### src/rtl/bcd_pkg.sv
// rtl/bcd_pkg.sv - shared BCD widths, limits, state type and load saturation helper
package bcd_pkg;

   localparam int         BCD_W   = 4;
   localparam logic [3:0] BCD_MAX = 4'd9;

   typedef enum logic [0:0] {
      RUN  = 1'b0,
      DONE = 1'b1
   } state_t;

   // Non-BCD nibbles (A..F) are clamped to 9 so the counter never holds an illegal digit
   function automatic logic [BCD_W-1:0] bcd_sat(input logic [BCD_W-1:0] d);
      return (d > BCD_MAX) ? BCD_MAX : d;
   endfunction

endpackage

### src/rtl/bcd_digit.sv
// rtl/bcd_digit.sv - one BCD digit: next value and carry/borrow for an up or down step
module bcd_digit
   import bcd_pkg::*;
(
   input  logic [BCD_W-1:0] i_value,
   input  logic             i_up,
   input  logic             i_step_in,
   output logic [BCD_W-1:0] o_next,
   output logic             o_carry
);

   // Digit moves only when every lower digit wrapped; wrapping propagates carry/borrow upward
   always_comb begin
      o_next  = i_value;
      o_carry = 1'b0;
      if (i_step_in) begin
         if (i_up) begin
            if (i_value >= BCD_MAX) begin
               o_next  = '0;
               o_carry = 1'b1;
            end else begin
               o_next = i_value + BCD_W'(1);
            end
         end else begin
            if (i_value == '0) begin
               o_next  = BCD_MAX;
               o_carry = 1'b1;
            end else begin
               o_next = i_value - BCD_W'(1);
            end
         end
      end
   end

endmodule

### src/rtl/bcd_updown_counter.sv
// rtl/bcd_updown_counter.sv - prescaled BCD up/down counter with wrap or stop-at-terminal
module bcd_updown_counter
   import bcd_pkg::*;
#(
   parameter int DIGITS   = 4,
   parameter int PRESCALE = 1,
   parameter bit WRAP     = 1'b1
) (
   input  logic                  i_clk,
   input  logic                  i_rst,
   input  logic                  i_enable,
   input  logic                  i_up,
   input  logic                  i_load,
   input  logic [BCD_W*DIGITS-1:0] i_load_value,
   input  logic                  i_clear,
   output logic [BCD_W*DIGITS-1:0] o_digits,
   output logic                  o_terminal,
   output logic                  o_done
);

   localparam int            DW     = BCD_W * DIGITS;
   localparam int            PW     = (PRESCALE > 1) ? $clog2(PRESCALE) : 1;
   localparam logic [PW-1:0] P_LAST = PW'(PRESCALE - 1);

   logic [DW-1:0]   r_digits;
   logic [PW-1:0]   r_presc;
   state_t          r_state;
   logic            r_terminal;
   logic            r_up_q;

   logic [DW-1:0]   w_next;
   logic [DW-1:0]   w_load_sat;
   logic [DW-1:0]   w_term_val;
   logic [DIGITS:0] w_chain;
   logic            w_tick;
   logic            w_at_term;
   logic            w_next_is_term;

   // Ripple chain always computes the would-be next value; it is only committed on a tick
   assign w_chain[0] = 1'b1;

   for (genvar g = 0; g < DIGITS; g++) begin : g_digit
      bcd_digit u_digit (
         .i_value   (r_digits[g*BCD_W +: BCD_W]),
         .i_up      (i_up),
         .i_step_in (w_chain[g]),
         .o_next    (w_next[g*BCD_W +: BCD_W]),
         .o_carry   (w_chain[g+1])
      );
      assign w_load_sat[g*BCD_W +: BCD_W] = bcd_sat(i_load_value[g*BCD_W +: BCD_W]);
   end

   assign w_term_val     = i_up ? {DIGITS{BCD_MAX}} : '0;
   assign w_at_term      = (r_digits == w_term_val);
   assign w_next_is_term = (w_next == w_term_val);
   assign w_tick         = i_enable && (r_state == RUN) && (r_presc == P_LAST);

   // Prescaler: free-runs 0..PRESCALE-1 while enabled in RUN, restarts on clear/load
   always_ff @(posedge i_clk or posedge i_rst) begin
      if (i_rst) begin
         r_presc <= '0;
      end else if (i_clear || i_load) begin
         r_presc <= '0;
      end else if (i_enable && (r_state == RUN)) begin
         r_presc <= (r_presc == P_LAST) ? '0 : r_presc + PW'(1);
      end
   end

   // Count register, RUN/DONE state and terminal pulse; clear beats load beats a tick step
   always_ff @(posedge i_clk or posedge i_rst) begin
      if (i_rst) begin
         r_digits   <= '0;
         r_state    <= RUN;
         r_terminal <= 1'b0;
         r_up_q     <= 1'b0;
      end else begin
         r_up_q     <= i_up;
         r_terminal <= 1'b0;
         if (i_clear) begin
            r_digits <= '0;
            r_state  <= RUN;
         end else if (i_load) begin
            r_digits <= w_load_sat;
            r_state  <= RUN;
         end else if (w_tick) begin
            if (WRAP) begin
               r_digits   <= w_next;
               r_terminal <= w_chain[DIGITS];
            end else if (w_at_term) begin
               r_terminal <= 1'b1;
               r_state    <= DONE;
            end else begin
               r_digits <= w_next;
               if (w_next_is_term) begin
                  r_terminal <= 1'b1;
                  r_state    <= DONE;
               end
            end
         end else if ((r_state == DONE) && (i_up != r_up_q)) begin
            r_state <= RUN;
         end
      end
   end

   assign o_digits   = r_digits;
   assign o_terminal = r_terminal;
   assign o_done     = (r_state == DONE);

endmodule

### config.mk
export PLATFORM = sky130hd
export DESIGN_NAME = bcd_updown_counter
export DESIGN_NICKNAME = d
export VERILOG_FILES = /design/src/rtl/bcd_pkg.sv /design/src/rtl/bcd_digit.sv /design/src/rtl/bcd_updown_counter.sv
export SDC_FILE = /design/constraint.sdc
export NUM_CORES = 1
export LEC_CHECK = 0
export ABC_AREA = 1
export BUFFER_PORTS_ARGS = -buffer_cell sky130_fd_sc_hd__buf_2
export CORE_UTILIZATION = 55
export DETAILED_ROUTE_END_ITERATION = 8
export PLACE_DENSITY = 0.81
export SLEW_MARGIN = 20
export SYNTH_ARGS = -nofsm -noshare
export SYNTH_HDL_FRONTEND = slang
export SYNTH_SLANG_ARGS = --single-unit
export TNS_END_PERCENT = 100
### constraint.sdc
create_clock -name i_clk -period 2.1 [get_ports i_clk]
set_input_delay 0.42 -clock i_clk [delete_from_list [all_inputs] [get_ports i_clk]]
set_output_delay 0.42 -clock i_clk [all_outputs]
set_load 0.02 [all_outputs]
# [After elaboration in Yosys (flattened, before gate mapping)]
# Index checks and enable logic that the tools add are counted.
[op_classes] n_addsub=9 n_mul=0 div=0 order_cmp=8 n_eq_ne=2 shifts=0 muxes=47 bitwise_logic=2 n_reduce_logical=18
[op_table] operator="$mux 4" n=19
[op_table] operator="$mux 16" n=3
[op_table] operator="$mux 1" n=25
[op_table] operator="$add 4x1->4 const B" n=4
[op_table] operator="$ge 4x4->1 const B" n=4
[op_table] operator="$gt 4x4->1 const B" n=4
[op_table] operator="$logic_not 4->1" n=4
[op_table] operator="$sub 4x1->4 const B" n=4
[op_table] operator="$reduce_bool 3->1" n=5
[op_table] operator="$reduce_and 2->1" n=4
[op_table] operator="$logic_and 1x1->1" n=3
[op_table] operator="$ne 3x3->1 const B" n=1
[op_table] operator="$not 1->1" n=2
[op_table] operator="$reduce_bool 2->1" n=1
[op_table] operator="$add 1x1->1 const B" n=1
[op_table] operator="$logic_or 1x1->1" n=1
[op_table] operator="$ne 1x1->1" n=1
[totals] regBits=20 latch_bits=0 ramBits=0 rom_bits=0 input_bits=22 word_cells=94 mem_count=0

# [Longest topological paths before layout]
[depth] depth_word=9 mapped_depth=12 ltp_nobuf=12

# [Modules after synthesis]
# From an unflattened synthesis, not the netlist that was laid out.
[unflattened] hier_cells=328 area_unflattened_um2=2023.2
[modules_own_cells] module="bcd_digit" n_inst=4 cells_each=49 area_each_um2=277.8 seq_area_each_um2=0.0
[modules_own_cells] module="bcd_updown_counter" n_inst=1 cells_each=132 area_each_um2=912.1 seq_area_each_um2=425.4

# [Least setup slack after synthesis]
# OpenSTA, ideal clock, no wires.
[synth_timing] kind="flip-flop to flip-flop" startpoint="register r_digits[0] (netlist: o_digits[0])" endpoint="register r_digits[8] (netlist: o_digits[8])" setup_time_ns=0.121 t_arrival_ns=1.488 required_ns=1.979 path_slack_ns=0.491 path_stages_with_launch=12 n_path_buf=0 period_less_slack_ns=1.609 path_cell_list="dfrtp_1 -> inv_1 -> ha_1 -> inv_2 -> nor2_2 -> nand2_2 -> nand2_4 -> nand3_1 -> nand2_1 -> inv_1 -> nand2_1 -> o21ai_1"
[synth_via] elab_chain_len=6 word_cells_on_any_way=8
[synth_lines] element="from (decl)" line="bcd_updown_counter.sv:25" source="logic [DW-1:0] r_digits;"
[synth_lines] element="from (signal assigned)" line="bcd_updown_counter.sv:83" source="r_digits <= w_load_sat;"
[synth_lines] element="from (signal assigned)" line="bcd_updown_counter.sv:87" source="r_digits <= w_next;"
[synth_lines] element="from (signal assigned)" line="bcd_updown_counter.sv:93" source="r_digits <= w_next;"
[synth_lines] element="$ge 4x4->1 / $logic_not 4->1 (equally long branches)" line="bcd_digit.sv:18, bcd_digit.sv:25"
[synth_lines] element="$mux 1, on equally long branches" line="bcd_digit.sv:18, bcd_digit.sv:25"
[synth_lines] element="$mux 1 *" line="bcd_digit.sv:17" source="if (i_up) begin"
[synth_lines] element="$mux 1 *" line="bcd_digit.sv:16" source="if (i_step_in) begin"
[synth_lines] element="$reduce_bool 3->1 (no line) *"
[synth_lines] element="$reduce_and 2->1 (no line) *"
# Mark *: on every way between the ends. The rest lies on a longest branch, timed or not.
# A chain may end at the register's enable or synchronous reset.

# [Final worst setup path]
[layout_timing] startpoint="register r_digits[8] (netlist: o_digits[8])" endpoint="register r_digits[14] (netlist: o_digits[14])"
# The elaborated chain is that of the path after synthesis.

==> flow_metrics.tcl <==
set metrics [dict create \
    status "finished, final reports clean" \
    first_global_vias 1592 \
    cap_violations 0 \
    crit_path_max_fanout 6 \
    cts-resized-gates 0 \
    slew_violations 0 \
    relSlewSlack 0.5536 \
    hold_viol 0 \
    antenna_found_initial 0 \
    crit_chain "inv_1 > ha_1 > nand2_2 > nor2_2 > nor2_2 > a21oi_2 > nand2_4 > nand2_2 > nand2_1 > nand2_1" \
    synth_ff_type "dfrtp_1" \
    dp_hpwl_um 3068 \
    grt_pass1_wl_um 6568 \
    required_ns 2.30 \
    synth.most_common_cell "nand2_1" \
    yosys-top-cells-count "nand2_1, nand3_1, inv_1, nor2_1, dfrtp_1" \
    critPathMaxStageDelay_ns 0.46 \
    area_growth_pct 11.94 \
    timing.rr.end "o_digits[14]" \
    drt-initial-drc-count 114 \
    yosysTopAreaCell "dfrtp_1" \
    h-tree-depth 1 \
    synth_edf_count 0 \
    ys_types 33 \
    grt.total_usage 0.2439 \
    syn_area_per_cell_um2 6.442 \
    antennaDiodeCount 0 \
    layout.nets 353 \
    initial_utilization 0.5875 \
    numCtsBuffers 3 \
    die_w_um 59.57 \
    pwr_density_cell_nw_per_um2 567.4 \
    ys_seq_area_frac 0.2334 \
    tightestPinTransition_ns 0.6688 \
    end_kind "flip-flop" \
    clkSlewWorstSetupHoldPaths_ns 0.11 \
    arrival_ns 1.91 \
    drive_gt1_frac 0.2366 \
    cp-start-kind "flip-flop" \
    io_buffers 38 \
    synth_seq_cells 17 \
    finish.utilization 0.6577 \
    tns_ns 0 \
    leakage_nw 1.170 \
    r2r-start "o_digits[8]" \
    post-cts-setup-buffers 0 \
    synth_area_leaders "dfrtp_1, nand2_1, ha_1" \
    fp.dieH_um 59.57 \
    ff2ff_setup_slack_ns 0.38 \
    cts_tree "done" \
    cts.sinks 17 \
    drt_wl_total_um 3993 \
    root_buffer "clkbuf_4" \
    rr_worst_depth 10 \
    crit_type "reg -> reg" \
    fillCellCount 315 \
    gp_congestion 0.8947 \
    core.rowCount 20 \
    fmax_mhz 582.7 \
    wl_per_cell_um 11.06 \
    grt_start_max_net_pins 22 \
    cpMaxStageDelayCell "dfrtp_1" \
    design_power_total_mw 1.158 \
    clockBufferDepth 2 \
    die-area_um2 3549 \
    ios 40 \
    synthArstFlopShare 1.000 \
    syn_inst 283 \
    drtAntennaViolNets 0 \
    core_um2 3103 \
    yosys_warnings 0 \
    via_count 1864 \
    first_pass_iters 4 \
    insertion_delay_ns 0.29 \
    viasPerCell 5.163 \
    netlist.area_leader.share 0.2334 \
    rsz0062_at_grt "false" \
    place_area_um2 2014 \
    hold_class "in -> async" \
    period_needed_ns 1.716 \
    mappedNetlistNets 318 \
    grt-ovfl-total 0 \
    finalCritPeriodShare 0.8172 \
    holdBufCountCts 0 \
    synth_area_um2 1823 \
    setup_violations 0 \
    stdcell_area_um2 2041 \
    peakVddDrop_mv 0.2476 \
    holdWs_ns 0.1990 \
    drc_errors 0 \
    clock_skew_ns 0.003044 \
]
[cell families after synthesis]
| kind of cell | count (synthesis) | share of synthesized area |
|---|---|---|
| other | 1 | 0.002057 |
| AOI/OAI and AO/OA | 32 | 0.1084 |
| adders and majority gates | 13 | 0.08923 |
| xor gates and xnor gates | 7 | 0.03363 |
| buffers and inverters | 50 | 0.1187 |
| DFF | 17 | 0.2334 |
| and+or+nand+nor | 163 | 0.4145 |
[metrics by stage]
| stage | worst slack (ns) | std cells |
|---|---|---|
| floorplan | 0.4911 | 283 |
| detailed placement | 0.4052 | 357 |
| global route | 0.2006 | 361 |
| global placement | 0.4227 | 357 |
| finish | 0.3839 | 361 |
| CTS | 0.3909 | 361 |
[placed cells by master, fill, tap and decap left out, drive strengths merged]
master / n
dfrtp: 17
o21bai: 1
nand2: 96
inv: 41
conb: 1
nor2: 27
o211ai: 2
nand4: 5
xor2: 5
o22ai: 2
clkbuf: 4
xnor2: 2
nor3: 2
o21ai: 17
a31oi: 1
ha: 13
a21oi: 9
nand3b: 1
buf: 38
nand3: 32
clkinv: 1
[report_power, final]
part / leakage (nW) / switching, mW / internal (mW)
clock: 0.0150 / 0.111 / 0.0739
sequential: 0.223 / 0.0605 / 0.361
combinational: 0.933 / 0.348 / 0.203
[metal layers]
layer | vias up | track usage | part of all wire
li1 | 959 | - | -
met1 | 841 | 0.3207 | 0.47
met2 | 60 | 0.4318 | 0.48
met3 | 4 | 0.02620 | 0.041
met4 | 0 | 0.04983 | 0.0078
met5 | - | 0 | 0
[worst max path at each step]
stage,startpoint,to,cells past startpoint
floorplan,o_digits[0],o_digits[8],11
global placement,o_digits[0],o_digits[11],10
detailed placement,o_digits[8],o_digits[15],10
CTS,o_digits[8],o_digits[15],10
global route,o_digits[4],o_digits[10],10
finish,o_digits[8],o_digits[14],10
[worst max-delay path: cells and delay by family, from the launching register on]
family                   cells  cell delay (ns)
AND/OR/NAND/NOR              7             0.65
AO/OA/AOI/OAI                1             0.08
adder cells (fa/ha/maj)      1             0.27
flip-flops                   1             0.46
buffers and inverters        1             0.14
[area by class of cell]
| cell class | instances | area [um2] | area share |
|---|---|---|---|
| clock buffer | 4 | 26.28 | 0.01288 |
| timing repair buffer | 38 | 190.2 | 0.09319 |
| tap | 44 | 55.05 | 0.02698 |
| inverter | 42 | 162.7 | 0.07971 |
| sequential | 17 | 425.4 | 0.2085 |
| multi-input combinational | 216 | 1181 | 0.5788 |
[sequential cells by signal, indices dropped and copies added (netlist names)]
name,flops
o_terminal,1
o_digits,16
Power figures use the tool's default switching activity.
